`src/rtl/pipelined_barrel_shifter.sv`:
```
// Pipelined barrel shifter (SLL/SRL/SRA, optional ROL), one power-of-two step per stage, largest first.
// Define SHIFTER_ROTATE_EN to make op 2'b11 a rotate-left; otherwise it behaves as SLL.
module pipelined_barrel_shifter #(
   parameter int WIDTH   = 32,
   parameter int SHAMT_W = 5,
   parameter int TAG_W   = 5
) (
   input  logic               clock,
   input  logic               reset,
   input  logic               in_valid,
   output logic               in_ready,
   input  logic [WIDTH-1:0]   in_data,
   input  logic [SHAMT_W-1:0] in_shamt,
   input  logic [1:0]         in_op,
   input  logic [TAG_W-1:0]   in_tag,
   output logic               out_valid,
   input  logic               out_ready,
   output logic [WIDTH-1:0]   out_data,
   output logic [TAG_W-1:0]   out_tag
);

   localparam logic [1:0] OP_SRL = 2'b01;
   localparam logic [1:0] OP_SRA = 2'b10;

   logic [WIDTH-1:0]   data_q  [SHAMT_W];
   logic [WIDTH-1:0]   data_d  [SHAMT_W];
   logic [1:0]         op_q    [SHAMT_W];
   logic [1:0]         op_d    [SHAMT_W];
   logic [SHAMT_W-1:0] shamt_q [SHAMT_W];
   logic [SHAMT_W-1:0] shamt_d [SHAMT_W];
   logic [TAG_W-1:0]   tag_q   [SHAMT_W];
   logic [TAG_W-1:0]   tag_d   [SHAMT_W];
   logic               sign_q  [SHAMT_W];
   logic               sign_d  [SHAMT_W];
   logic [SHAMT_W-1:0] vld_q;
   logic [SHAMT_W-1:0] vld_d;

   logic [WIDTH-1:0]   src_data  [SHAMT_W];
   logic [1:0]         src_op    [SHAMT_W];
   logic [SHAMT_W-1:0] src_shamt [SHAMT_W];
   logic [TAG_W-1:0]   src_tag   [SHAMT_W];
   logic               src_sign  [SHAMT_W];
   logic               src_vld   [SHAMT_W];
   logic               advance;

   // sign is the original operand MSB, so SRA fill does not depend on earlier stages
   function automatic logic [WIDTH-1:0] shift_step(input logic [WIDTH-1:0] d,
                                                   input logic [1:0]       op,
                                                   input logic             sign,
                                                   input int               amt);
      logic [WIDTH-1:0] r;
      case (op)
         OP_SRL:  r = d >> amt;
         OP_SRA:  r = sign ? ((d >> amt) | ~({WIDTH{1'b1}} >> amt)) : (d >> amt);
`ifdef SHIFTER_ROTATE_EN
         2'b11:   r = (d << amt) | (d >> (WIDTH - amt));
`endif
         default: r = d << amt;
      endcase
      return r;
   endfunction

   assign advance   = out_ready || !vld_q[SHAMT_W-1];
   assign in_ready  = advance;
   assign out_valid = vld_q[SHAMT_W-1];
   assign out_data  = data_q[SHAMT_W-1];
   assign out_tag   = tag_q[SHAMT_W-1];

   always_comb begin
      src_data[0]  = in_data;
      src_op[0]    = in_op;
      src_shamt[0] = in_shamt;
      src_tag[0]   = in_tag;
      src_sign[0]  = in_data[WIDTH-1];
      src_vld[0]   = in_valid && advance;
      for (int k = 1; k < SHAMT_W; k++) begin
         src_data[k]  = data_q[k-1];
         src_op[k]    = op_q[k-1];
         src_shamt[k] = shamt_q[k-1];
         src_tag[k]   = tag_q[k-1];
         src_sign[k]  = sign_q[k-1];
         src_vld[k]   = vld_q[k-1];
      end
   end

   // remaining shamt is kept MSB-aligned: each stage consumes the top bit and shifts it out
   always_comb begin
      vld_d = '0;
      for (int k = 0; k < SHAMT_W; k++) begin
         data_d[k]  = shift_step(src_data[k], src_op[k], src_sign[k],
                                 src_shamt[k][SHAMT_W-1] ? (1 << (SHAMT_W - 1 - k)) : 0);
         shamt_d[k] = src_shamt[k] << 1;
         op_d[k]    = src_op[k];
         tag_d[k]   = src_tag[k];
         sign_d[k]  = src_sign[k];
         vld_d[k]   = src_vld[k];
      end
   end

   always_ff @(posedge clock) begin
      if (reset) begin
         vld_q <= '0;
         for (int k = 0; k < SHAMT_W; k++) begin
            data_q[k]  <= '0;
            op_q[k]    <= '0;
            shamt_q[k] <= '0;
            tag_q[k]   <= '0;
            sign_q[k]  <= 1'b0;
         end
      end else if (advance) begin
         vld_q <= vld_d;
         for (int k = 0; k < SHAMT_W; k++) begin
            data_q[k]  <= data_d[k];
            op_q[k]    <= op_d[k];
            shamt_q[k] <= shamt_d[k];
            tag_q[k]   <= tag_d[k];
            sign_q[k]  <= sign_d[k];
         end
      end
   end

endmodule

```
`config.mk`:
```
export PLATFORM = sky130hd
export DESIGN_NAME = pipelined_barrel_shifter
export DESIGN_NICKNAME = d
export VERILOG_FILES = /design/src/rtl/pipelined_barrel_shifter.sv
export SDC_FILE = /design/constraint.sdc
export NUM_CORES = 1
export LEC_CHECK = 0
export ABC_AREA = 1
export CAP_MARGIN = 15
export CORE_MARGIN = 2
export CORE_UTILIZATION = 59
export CTS_CLUSTER_SIZE = 40
export DETAILED_ROUTE_END_ITERATION = 12
export GPL_TIMING_DRIVEN = 0
export PLACE_DENSITY = 0.78
export SKIP_CTS_REPAIR_TIMING = 1
export SLEW_MARGIN = 5
export SYNTH_ARGS = -nofsm -noshare
export SYNTH_HDL_FRONTEND = slang
export SYNTH_SLANG_ARGS = --single-unit
```
`constraint.sdc`:
```
create_clock -name clock -period 8.5 [get_ports clock]
set_input_delay 1.275 -clock clock [delete_from_list [all_inputs] [get_ports clock]]
set_output_delay 1.275 -clock clock [all_outputs]
set_load 0.005 [all_outputs]
```
==> flow_metrics.env <==
export IMPL_status="finished clean"
export IMPL_slew_violations=0
export IMPL_wl_per_cell_um=15.57
export IMPL_post_dp_cell_area_um2=12870
export IMPL_initial_utilization=0.5984
export IMPL_top_layer="met4"
export IMPL_syn_area_um2=11610
export IMPL_grt_max_degree=70
export IMPL_grt_ovfl_total=0
export IMPL_finalClockSkew_ns=0.01059
export IMPL_syn_inst=1395
export IMPL_slowest_delay_ns=0.47
export IMPL_met2_length_um=14800
export IMPL_stdcell_count=1789
export IMPL_vdd_drop_max_mv=0.1380
export IMPL_path_cells="clkdlybuf4s50_1, nor2_4, inv_2, clkdlybuf4s50_1"
export IMPL_timing_rr_start="op_q[0][2]$_SDFFCE_PN0P_"
export IMPL_power_density_nw_per_um2=184.2
export IMPL_layout_drive_gt1_share=0.1050
export IMPL_cp_slowest_cell="clkdlybuf4s50_1"
export IMPL_met1_length_um=10300
export IMPL_htreeDepth=1
export IMPL_crit_arrival_ns=2.49
export IMPL_r2r_end="data_q[0][92]$_SDFFCE_PN0P_"
export IMPL_numPortBuffers=86
export IMPL_grt_pass1_vias=9082
export IMPL_tightest_slew_ns=0.8817
export IMPL_vias_per_cell=5.285
export IMPL_worstHoldStart="vld_q[0]$_SDFFE_PP0P_"
export IMPL_drtIter0Drc=671
export IMPL_cts_tree="yes"
export IMPL_grt_total_usage=0.2718
export IMPL_hold_depth=2
export IMPL_dr_pass1_iters=5
export IMPL_period_needed_ns=3.766
export IMPL_fp_dieW_um=144.3
export IMPL_final_cell_mix="nand2_1, nor2_1, edfxtp_1, inv_1, a21oi_1"
export IMPL_yosys_cell_types_count=26
export IMPL_syn_nets=1456
export IMPL_yosys_warnings=0
export IMPL_syn_area_per_cell_um2=8.321
export IMPL_place_gp_congestion=0.9430
export IMPL_cts_sinks=212
export IMPL_worstSetupPathType="in2out"
export IMPL_antenna_found_initial=0
export IMPL_nNetsFinal=1570
export IMPL_diodes=0
export IMPL_dp_cells=1749
export IMPL_finalInstanceArea_um2=13650
export IMPL_num_io_pins=87
export IMPL_power_total_mw=2.515
export IMPL_worst_r2r_path_depth=6
export IMPL_fin_ws_ns=4.734
export IMPL_holdWs_ns=0.4720
export IMPL_pre_cts_slack_ns=4.728
export IMPL_cts_path_max_buffers=3
export IMPL_via_count=9454
export IMPL_core_um2=19400
export IMPL_die_height_um=144.3
export IMPL_cp_end_kind="primary output"
export IMPL_p_leak_nw=5.661
export IMPL_clk_latency_ns=0.51
export IMPL_dieArea_um2=20810
export IMPL_area_delta_synth_final_pct=17.61
export IMPL_r2r_setup_slack_ns=6.29
export IMPL_clockRootBuffer="clkbuf_16"
export IMPL_final_common_cell="nand2_1"
export IMPL_synth_yosys_seq_area_share=0.5441
export IMPL_ant_nets=0
export IMPL_dp_final_hpwl_um=21250
export IMPL_cts_clk_slew_worst_paths_ns=0.06
export IMPL_grt_pass1_wl_um=43800
export IMPL_maxCapViolations=0
export IMPL_drc=0
export IMPL_synth_seq_cells=212
export IMPL_cpMostUsedCell="clkdlybuf4s50_1"
export IMPL_hold_class="reg2reg"
export IMPL_critPathMaxFanout=3
export IMPL_cts_made_buffers=23
export IMPL_finalSetupTns_ns=0
export IMPL_hold_violations=0
export IMPL_clock_fmax_ghz=0.2655
export IMPL_rsz0062_at_grt="no"
export IMPL_worstPathRequired_ns=7.22
export IMPL_post_route_util=0.7038
export IMPL_hold_end="vld_q[1]$_SDFFE_PP0P_"
export IMPL_wl_met3_um=1163
export IMPL_finalSetupViolations=0
export IMPL_period_share=0.4430
export IMPL_startpoint_type="primary input"
export IMPL_finalWirelength_um=27860
export IMPL_slew_headroom=0.4122
export IMPL_fp_row_count=51
export IMPL_fillers=1551
worst max path at each step:
stage / from / endpoint / cells after the start
floorplan: out_ready / vld_q[4]$_SDFFE_PP0P_ / 3
global placement: out_ready / vld_q[4]$_SDFFE_PP0P_ / 4
detailed placement: out_ready / in_ready / 4
CTS: out_ready / in_ready / 4
global route: out_ready / in_ready / 4
finish: out_ready / in_ready / 4
state kept, by name, summed over array words and instances (netlist names):
name     count
vld_q        5
op_q         8
data_q     160
shamt_q     10
tag_q       25
sign_q       4
area by class of cell:
| class | count | area [µm²] | share of cell area |
|---|---|---|---|
| Buffer | 111 | 676.9 | 0.04958 |
| Clock buffer | 24 | 579.3 | 0.04243 |
| Clock inverter | 16 | 197.7 | 0.01448 |
| Inverter | 130 | 488.0 | 0.03574 |
| Multi-Input combinational cell | 942 | 4134 | 0.3028 |
| Sequential cell | 212 | 6316 | 0.4627 |
| Tap cell | 265 | 331.6 | 0.02429 |
| Timing Repair Buffer | 89 | 928.4 | 0.06800 |
logic make-up (layout without fill, tap and decap cells):
group	after synthesis	count (layout)	share of synthesized area
buffers and inverters	241	370	0.1004
DFF	212	212	0.5441
and+or+nand+nor	682	682	0.2302
AOI/OAI and AO/OA	247	247	0.1112
adders and majority gates	13	13	0.01401
layer usage:
layer  up-vias  GRT usage
li1       4754          -
met5         -          0
met2       351     0.5286
met1      4248     0.2803
met4         0     0.1594
met3       101    0.02848
cell usage after synthesis, drive strengths merged:
cell,number,share of area
nand3,43,0.019
ha,13,0.014
a21oi,119,0.051
edfxtp,207,0.54
buf,104,0.056
nor2,218,0.074
nand4,1,0.00054
or2,3,0.0016
dfxtp,5,0.0086
o21ai,104,0.046
nand2,417,0.14
a22oi,5,0.0032
inv,130,0.042
clkbuf,7,0.0023
o22ai,19,0.010
where the power goes:
| group | switching [mW] | internal [mW] | leakage (nW) |
|---|---|---|---|
| combinational | 0.171 | 0.0990 | 2.73 |
| sequential | 0.0253 | 1.19 | 2.55 |
| clock | 0.385 | 0.641 | 0.384 |
| total | 0.582 | 1.93 | 5.66 |
worst max-delay path: cells and delay by family:
kind,cells,cell delay [ns]
buffers and inverters,3,0.98
AND/OR/NAND/NOR,1,0.24
Note: power is estimated with default switching activity, not from simulation.
